`config.mk`:
```
export PLATFORM = sky130hd
export DESIGN_NAME = count_run_ctrl
export DESIGN_NICKNAME = d
export VERILOG_FILES = /design/src/rtl/counter_ctrl_pkg.sv /design/src/rtl/step_counter.sv /design/src/rtl/count_run_ctrl.sv
export SDC_FILE = /design/constraint.sdc
export NUM_CORES = 1
export LEC_CHECK = 0
export ABC_AREA = 0
export CORE_AREA = 2 2 39 41
export DETAILED_ROUTE_END_ITERATION = 7
export DIE_AREA = 0 0 41 43
export DONT_BUFFER_PORTS = 1
export GPL_TIMING_DRIVEN = 0
export MAX_ROUTING_LAYER = met4
export PLACE_DENSITY = 0.73
export SLEW_MARGIN = 5
export SYNTH_ARGS = -nofsm -noshare
export SYNTH_HDL_FRONTEND = slang
export SYNTH_SLANG_ARGS = --single-unit
export TNS_END_PERCENT = 50
```
`constraint.sdc`:
```
create_clock -name clk -period 2.52 [get_ports clk]
set_input_delay 0.126 -clock clk [delete_from_list [all_inputs] [get_ports clk]]
set_output_delay 0.126 -clock clk [all_outputs]
set_load 0.02 [all_outputs]
```
`src/rtl/counter_ctrl_pkg.sv`:
```
// Shared types for the count run controller: FSM state encoding and
// direction constants used by the controller and the counter datapath.
// Latency: n/a (types only). Backpressure: n/a.
package counter_ctrl_pkg;

    typedef enum logic [1:0] {
        IDLE = 2'd0,
        RUN  = 2'd1,
        HOLD = 2'd2,
        DONE = 2'd3
    } run_state_e;

    localparam logic DIR_UP   = 1'b0;
    localparam logic DIR_DOWN = 1'b1;

endpackage

```
`src/rtl/step_counter.sv`:
```
// Counter datapath: modulo-2^WIDTH up/down counter with synchronous load.
// Latency: q updates on the edge where load or en is sampled high.
// Backpressure: none; load has priority over en.
// Ports: clk, reset (async, active-high), load, load_val, en, dir (0 up / 1 down), q.
module step_counter
    import counter_ctrl_pkg::*;
#(
    parameter int WIDTH = 4
) (
    input  logic             clk,
    input  logic             reset,
    input  logic             load,
    input  logic [WIDTH-1:0] load_val,
    input  logic             en,
    input  logic             dir,
    output logic [WIDTH-1:0] q
);

    localparam logic [WIDTH-1:0] ONE = WIDTH'(1);

    logic [WIDTH-1:0] q_d;
    logic [WIDTH-1:0] q_q;

    always_comb begin
        q_d = q_q;
        if (load) begin
            q_d = load_val;
        end else if (en) begin
            // Natural wrap of the WIDTH-bit sum gives the modulo behaviour.
            q_d = (dir == DIR_DOWN) ? (q_q - ONE) : (q_q + ONE);
        end
    end

    always_ff @(posedge clk or posedge reset) begin
        if (reset) begin
            q_q <= '0;
        end else begin
            q_q <= q_d;
        end
    end

    assign q = q_q;

endmodule

```
`src/rtl/count_run_ctrl.sv`:
```
// Run controller: accepts a start/stop/dir command, steps the counter every
// PRESCALE cycles until stop; first step PRESCALE edges after acceptance.
// Backpressure: cmd_ready high only in IDLE; commands elsewhere are dropped.
// Ports: clk, reset (async, active-high), cmd_valid/cmd_ready, cmd_start,
// cmd_stop, cmd_dir, pause, abort, count, step, busy, done.
// Optional macro COUNT_RUN_CTRL_PAUSE_EN enables pause/HOLD; otherwise pause is ignored.
module count_run_ctrl
    import counter_ctrl_pkg::*;
#(
    parameter int WIDTH    = 4,
    parameter int PRESCALE = 1
) (
    input  logic             clk,
    input  logic             reset,
    input  logic             cmd_valid,
    output logic             cmd_ready,
    input  logic [WIDTH-1:0] cmd_start,
    input  logic [WIDTH-1:0] cmd_stop,
    input  logic             cmd_dir,
    input  logic             pause,
    input  logic             abort,
    output logic [WIDTH-1:0] count,
    output logic             step,
    output logic             busy,
    output logic             done
);

    localparam int               PW         = (PRESCALE > 1) ? $clog2(PRESCALE) : 1;
    localparam logic [PW-1:0]    PRESC_LAST = PW'(PRESCALE - 1);
    localparam logic [PW-1:0]    PRESC_ONE  = PW'(1);
    localparam logic [WIDTH-1:0] ONE        = WIDTH'(1);

    run_state_e       state_q, state_d;
    logic [PW-1:0]    presc_q, presc_d;
    logic [WIDTH-1:0] stop_q, stop_d;
    logic             dir_q, dir_d;
    logic             step_q, step_d;
    logic             done_q, done_d;

    logic             ctr_load;
    logic             ctr_en;
    logic [WIDTH-1:0] ctr_q;
    logic [WIDTH-1:0] next_count;
    logic             pause_hit;

`ifdef COUNT_RUN_CTRL_PAUSE_EN
    assign pause_hit = pause;
`else
    logic pause_unused;
    assign pause_hit    = 1'b0;
    assign pause_unused = pause;
`endif

    // Value the counter will hold after a step; used for the stop compare so
    // DONE is entered on the same edge that produces the stop value.
    assign next_count = (dir_q == DIR_DOWN) ? (ctr_q - ONE) : (ctr_q + ONE);

    always_comb begin
        state_d  = state_q;
        presc_d  = presc_q;
        stop_d   = stop_q;
        dir_d    = dir_q;
        step_d   = 1'b0;
        done_d   = 1'b0;
        ctr_load = 1'b0;
        ctr_en   = 1'b0;
        case (state_q)
            IDLE: begin
                if (cmd_valid) begin
                    ctr_load = 1'b1;
                    stop_d   = cmd_stop;
                    dir_d    = cmd_dir;
                    presc_d  = '0;
                    if (cmd_start == cmd_stop) begin
                        state_d = DONE;
                        done_d  = 1'b1;
                    end else begin
                        state_d = RUN;
                    end
                end
            end
            RUN: begin
                // abort beats pause, which beats a due step.
                if (abort) begin
                    state_d = IDLE;
                end else if (pause_hit) begin
                    state_d = HOLD;
                end else if (presc_q == PRESC_LAST) begin
                    presc_d = '0;
                    ctr_en  = 1'b1;
                    step_d  = 1'b1;
                    if (next_count == stop_q) begin
                        state_d = DONE;
                        done_d  = 1'b1;
                    end
                end else begin
                    presc_d = presc_q + PRESC_ONE;
                end
            end
`ifdef COUNT_RUN_CTRL_PAUSE_EN
            HOLD: begin
                // Prescaler keeps its value so the interrupted period resumes.
                if (abort) begin
                    state_d = IDLE;
                end else if (!pause_hit) begin
                    state_d = RUN;
                end
            end
`endif
            default: begin
                state_d = IDLE;
            end
        endcase
    end

    always_ff @(posedge clk or posedge reset) begin
        if (reset) begin
            state_q <= IDLE;
            presc_q <= '0;
            stop_q  <= '0;
            dir_q   <= DIR_UP;
            step_q  <= 1'b0;
            done_q  <= 1'b0;
        end else begin
            state_q <= state_d;
            presc_q <= presc_d;
            stop_q  <= stop_d;
            dir_q   <= dir_d;
            step_q  <= step_d;
            done_q  <= done_d;
        end
    end

    step_counter #(
        .WIDTH (WIDTH)
    ) u_step_counter (
        .clk      (clk),
        .reset    (reset),
        .load     (ctr_load),
        .load_val (cmd_start),
        .en       (ctr_en),
        .dir      (dir_q),
        .q        (ctr_q)
    );

    assign cmd_ready = (state_q == IDLE);
    assign busy      = (state_q == RUN) || (state_q == HOLD);
    assign count     = ctr_q;
    assign step      = step_q;
    assign done      = done_q;

endmodule

```
==> impl_metrics.toml, run 1 <==
[synth]
synth.distinct_cells = 25
avgSynthCellArea_um2 = 11.0
synth_nets = 88
synth_top_area_share_pct = 42.8
synth.most_common_cell = "dfrtp_1"
synthTopCellsByArea = "dfrtp_1 (43%), xnor2_1 (10%), mux2_2 (8.9%), ha_1 (6.6%), xnor3_1 (3.0%)"
synth_edf_count = 0
syn_inst = 69
synth_flop_cell = "dfrtp_1"
synthTopCellsByCount = "dfrtp_1 (13), xnor2_1 (9), mux2_2 (6)"
yosys_warnings = 0
ys_seq_area_share_pct = 42.8
ys_async_sr_fraction_pct = 100
netlist_area_um2 = 761
synth_area_leader_cell = "dfrtp_1"
ys_seq_elements = 13

[cts]
holdBufCountCts = 3
cts_sinks = 13
clock_latency_ns = 0.27
cts_resized = 0
cts_buffer_depth = 2
post-cts-setup-buffers = 0
cts_tree = "done"
cts_root_buf = "clkbuf_4"
cts_inserted_buffers = 3
cts_max_level = 1
clkTransAtPathRegs_ns = 0.08

[routing]
firstDrtPassIters = 4
post_drt_wl_per_cell_um = 13.5
wl_met2_um = 661
vias = 515
vias_per_cell = 5.42
drtAntennaViolNets = 0
drtIter0Drc = 8
drt-met1-wl_um = 553
route.detailed.drc = 0
wirelength_um = 1280
routed.top_layer = "met4"
wl_met3_um = 56

[sta]
final_hold_viol_count = 0
period_needed_ns = 2.19
setup_viol = 0
fin_crit_sh_pct = 87.0
setup_ws_ns = 0.329
max_slew_margin_pct = 68.5
worst_slew_pin_slew_ns = 0.473
fin_tns_setup_ns = 0
final_max_slew_viol_count = 0
fmaxAchievable_mhz = 456
finClkSkew_ns = 0.00224
rsz0062_at_grt = "no"

[power]
peakVddDrop_mv = 0.689
p_leak_nw = 0.376
power.density_nw_per_um2 = 1490

[floorplanning]
die_x_um = 41
ioPinCount = 22
dieHeight_um = 43
start_util_pct = 55.0
rows = 14
coreArea_um2 = 1380
fp.dieArea_um2 = 1760

[worst_setup_path]
critical_path_arrival_ns = 2.38
reg2reg_setup_slack_ns = 0.33
critPathTopFamily = "simple AND/OR/NAND/NOR gates"
worstPathMaxFanout = 3
cpPeakStageDelay_ns = 0.48
start_kind = "register"
slowest_stage = "dfrtp_1"
critPathBufInv = 0
worstSetupPathType = "reg -> reg"
path_cells = "ha_1 -> a21oi_2 -> and2_4 -> xnor3_1 -> or4_4 -> a31oi_1"
end_kind = "register"
cp.required_ns = 2.71

[worst_hold_path]
hold_path_class = "in -> reg"

[place]
dpl_cell_area_um2 = 781
hpwl_um = 1000
finalWeightedCongestion = 0.723
numPortBuffers = 0
pre_cts_ws_ns = 0.335

[cells_and_area]
fin_nets = 99
diodes = 0
area_growth_pct = 14.0
design_area_um2 = 867
drive_gt1_share_pct = 16.5
fill_cells = 116
final_core_util_pct = 62.7

[grt]
grt_pass1_wl_um = 2010
antenna_found_initial = 0
grt_util_all_layers_pct = 17.7
grt_max_degree = 14
grt.overflow.total = 0
grt_pass1_vias = 478

[job]
cap_violations = 0

[outcome]
status = "completed"
==> through the flow <==
step	std cells	power (mW)	hold WS, ns
floorplan	69	1.06	0.00296
global placement	85	1.15	0.0653
detailed placement	85	1.17	0.0654
CTS	92	1.30	0.000292
global route	95	1.40	0.000777
finish	95	1.29	0.00426
==> registers in the layout (all words and copies together), names as in the netlist <==
name	cells
stop_q	4
u_step_counter.q	4
state_q	2
dir_q	1
done	1
step	1
==> final timing paths <==
path                                                 start                endpoint  depth (start not counted)
hold / removal                                 cmd_stop[3]   stop_q[3]$_DFFE_PP0P_                          1
max in group asynchronous                            reset  state_q[0]$_DFFE_PP0P_                          2
setup / recovery           u_step_counter.q[2]$_DFFE_PP0P_  state_q[0]$_DFFE_PP0P_                          6
min in group asynchronous                            reset   stop_q[0]$_DFFE_PP0P_                          2
setup reg to reg           u_step_counter.q[2]$_DFFE_PP0P_  state_q[0]$_DFFE_PP0P_                          6
hold reg to reg                      stop_q[3]$_DFFE_PP0P_   stop_q[3]$_DFFE_PP0P_                          1
==> where the power goes <==
group	switching, mW	internal, mW
Combinational	0.323	0.390
Clock	0.0648	0.0611
Sequential	0.147	0.307
==> cell usage in the layout, fill, tap and decap left out <==
cell	netlist	routed
a21oi_2	1	1
or4_4	1	1
dlygate4sd3_1	0	6
xnor2_1	9	9
dfrtp_1	13	13
inv_1	4	4
and2_4	1	1
fa_1	1	1
o21ai_0	1	1
buf_1	1	1
xnor3_1	1	1
a21oi_1	3	3
a31oi_1	3	3
mux2_2	6	6
nand2b_1	2	2
nor2_1	3	3
o22ai_1	3	3
clkbuf_4	0	3
clkbuf_1	0	1
nand4_1	1	1
clkinv_1	1	1
nor3_1	1	1
nand3_1	1	1
xor2_1	2	2
and3_2	1	1
ha_1	4	4
nand2_1	4	4
a21boi_0	1	1
==> area by class of cell <==
class | count | area, um2 | area share, %
Multi-Input combinational cell | 50 | 413 | 47.6
Buffer | 1 | 3.75 | 0.433
Tap cell | 16 | 20.0 | 2.31
Timing Repair Buffer | 6 | 60.1 | 6.93
Clock buffer | 4 | 26.3 | 3.03
Inverter | 5 | 18.8 | 2.16
Sequential cell | 13 | 325 | 37.5
==> routing by layer <==
layer	track usage [%]	vias to the layer above
met3	5.24	2
met4	8.00	0
li1	-	258
met2	25.0	15
met1	22.8	240
met5	-	-
==> kinds of logic (layout without fill, tap and decap cells) <==
family	count (synthesis)	in the layout	share of synthesized area, %
AOI/OAI and AO/OA	12	12	9.70
xor gates and xnor gates	12	12	15.6
adders and majority gates	5	5	9.21
buffers and inverters	6	16	2.96
DFF	13	13	42.8
muxes	6	6	8.88
and+or+nand+nor	15	15	10.9
(Power assumes the default switching activity.)
==> inputs of run 2 (changes only) <==
--- a/config.mk
+++ b/config.mk
@@ -6,9 +6,9 @@
 export NUM_CORES = 1
 export LEC_CHECK = 0
 export ABC_AREA = 0
-export CORE_AREA = 2 2 39 41
+export CORE_AREA = 10 10 47 49
 export DETAILED_ROUTE_END_ITERATION = 7
-export DIE_AREA = 0 0 41 43
+export DIE_AREA = 0 0 57 59
 export DONT_BUFFER_PORTS = 1
 export GPL_TIMING_DRIVEN = 0
 export MAX_ROUTING_LAYER = met4
==> run 2 against run 1 <==
Effect of this change:
- maximum frequency down 1.5%
- first-iteration DRC count rose by 88%
- critical endpoint is now state_q[1]$_DFFE_PP0P_
- total power grew 1.7%
- setup slack lost 0.033 ns
- flip-flop and latch count unchanged
- cell count up 1.1%
- wire length is 26% higher
- via count increased by 6.6%
- sequential power increased by 1%
- critical path type unchanged
- combinational power grew 2%
==> impl_metrics.toml, run 2 (synthesis results as in run 1) <==
[outcome]
status = "completed"

[cts]
post-cts-setup-buffers = 0
cts_max_level = 1
cts_sinks = 13
cts_inserted_buffers = 3
cts_buffer_depth = 2
clkTransAtPathRegs_ns = 0.08
cts_tree = "done"
cts_root_buf = "clkbuf_4"
clock_latency_ns = 0.27

[floorplanning]
dieHeight_um = 59
coreArea_um2 = 1400
ioPinCount = 22
start_util_pct = 54.3
fp.dieArea_um2 = 3360
rows = 14
die_x_um = 57

[cells_and_area]
area_growth_pct = 15.3
layout_commonest_cell = "dfrtp_1"
diodes = 0
most-common-layout-cells = "dfrtp_1 (13), xnor2_1 (9), dlygate4sd3_1 (7)"
fill_cells = 113
drive_gt1_share_pct = 16.3
fin_nets = 100

[worst_hold_path]
min-delay-start = "cmd_start[0]"
hold_path_class = "in -> reg"

[place]
hpwl_um = 1200
numPortBuffers = 0
finalWeightedCongestion = 0.789

[sta]
max_slew_margin_pct = 67.3
fin_tns_setup_ns = 0
setup_viol = 0
fin_crit_sh_pct = 88.3
fmaxAchievable_mhz = 450
final_hold_viol_count = 0
final_max_slew_viol_count = 0
finClkSkew_ns = 0.00831
rsz0062_at_grt = "no"
worst_slew_pin_slew_ns = 0.491
hold_slack_ns = 0.0129
period_needed_ns = 2.22

[routing]
vias = 549
drtIter0Drc = 15
route.detailed.drc = 0
firstDrtPassIters = 4
post_drt_wl_per_cell_um = 16.8
wirelength_um = 1610
vias_per_cell = 5.72
drtAntennaViolNets = 0

[power]
p_int_mw = 0.758
clkPwrFrac_pct = 9.7
p_leak_nw = 0.380
switchingPower_mw = 0.556
peakVddDrop_mv = 0.744
power.density_nw_per_um2 = 1500
combinationalPowerShare_pct = 55.5
p_sw_share_pct = 42.3
seqPwrFrac_pct = 34.8

[grt]
antenna_found_initial = 0
grt_max_degree = 14
grt_pass1_vias = 534
grt.overflow.total = 0
grt_util_all_layers_pct = 9.61
grt_pass1_wl_um = 2510

[worst_setup_path]
end_kind = "register"
worstSetupPathType = "reg -> reg"
cp.required_ns = 2.71
critical_path_arrival_ns = 2.41
worstPathMaxFanout = 3
worstReg2RegStart = "u_step_counter.q[2]$_DFFE_PP0P_"
critPathLaunch = "u_step_counter.q[2]$_DFFE_PP0P_"
reg2reg_setup_slack_ns = 0.30
start_kind = "register"

[job]
cap_violations = 0
-- run 2: changes by cell type in the layout (fill, tap and decap cells not counted) --
cell	delta
dlygate4sd3_1	+1
-- run 2: what timing repair did --
item                      in CTS  in global routing
hold buffers                   5                  2
resized for setup              0                  0
hold endpoints to repair      17                  2
-- run 2: final cells by class --
| cell class | instances | area, um2 | area share, % |
|---|---|---|---|
| well taps | 16 | 20.0 | 2.28 |
| multi-input cells | 50 | 413 | 47.1 |
| flip-flops and latches | 13 | 325 | 37.1 |
| repair buffers | 7 | 70.1 | 7.99 |
| clock buffers | 4 | 26.3 | 3.00 |
| inverters | 5 | 18.8 | 2.14 |
| plain buffers | 1 | 3.75 | 0.428 |
-- run 2: power groups by stage --
| stage | combinational (mW) | clock [mW] | sequential [mW] |
|---|---|---|---|
| final | 0.730 | 0.127 | 0.458 |
| after floorplan | 0.627 | 0 | 0.437 |
| after CTS | 0.733 | 0.127 | 0.461 |
| after global placement | 0.702 | 0 | 0.460 |
| after global routing | 0.801 | 0.142 | 0.476 |
| after detailed placement | 0.716 | 0 | 0.465 |
-- run 2: worst max-delay path: stages, from the launching register on --
cell,delay [ns]
dfrtp_1,0.48
ha_1,0.39
a21oi_2,0.19
and2_4,0.16
xnor3_1,0.28
or4_4,0.44
a31oi_1,0.19
-- run 2: metal layers --
metal  global-route usage (%)  vias up  share of wire, %  wire [um]
li1                         -      262                 -          -
met3                     3.86        2               8.4        135
met5                        -        -                 0          0
met2                     16.4       27                53        854
met1                     9.52      258                38        611
met4                     4.03        0              0.37          6
-- run 2: worst paths after layout --
kind | to | cells after the start
hold reg to reg | stop_q[0]$_DFFE_PP0P_ | 1
setup reg to reg | state_q[1]$_DFFE_PP0P_ | 6
min in group asynchronous | dir_q$_DFFE_PP0P_ | 2
max in group asynchronous | done$_DFF_PP0_ | 2
setup / recovery | state_q[1]$_DFFE_PP0P_ | 6
hold / removal | u_step_counter.q[0]$_DFFE_PP0P_ | 2
-- run 2: per-stage QoR --
step	worst slack (ns)	area, um2	utilization (%)	power [mW]	instances
after global routing	0.182	877	62.6	1.42	96
final	0.296	877	62.6	1.31	96
after detailed placement	0.303	781	55.7	1.18	85
after floorplan	0.445	761	-	1.06	69
after CTS	0.270	857	61.2	1.32	94
after global placement	0.326	781	55.7	1.16	85
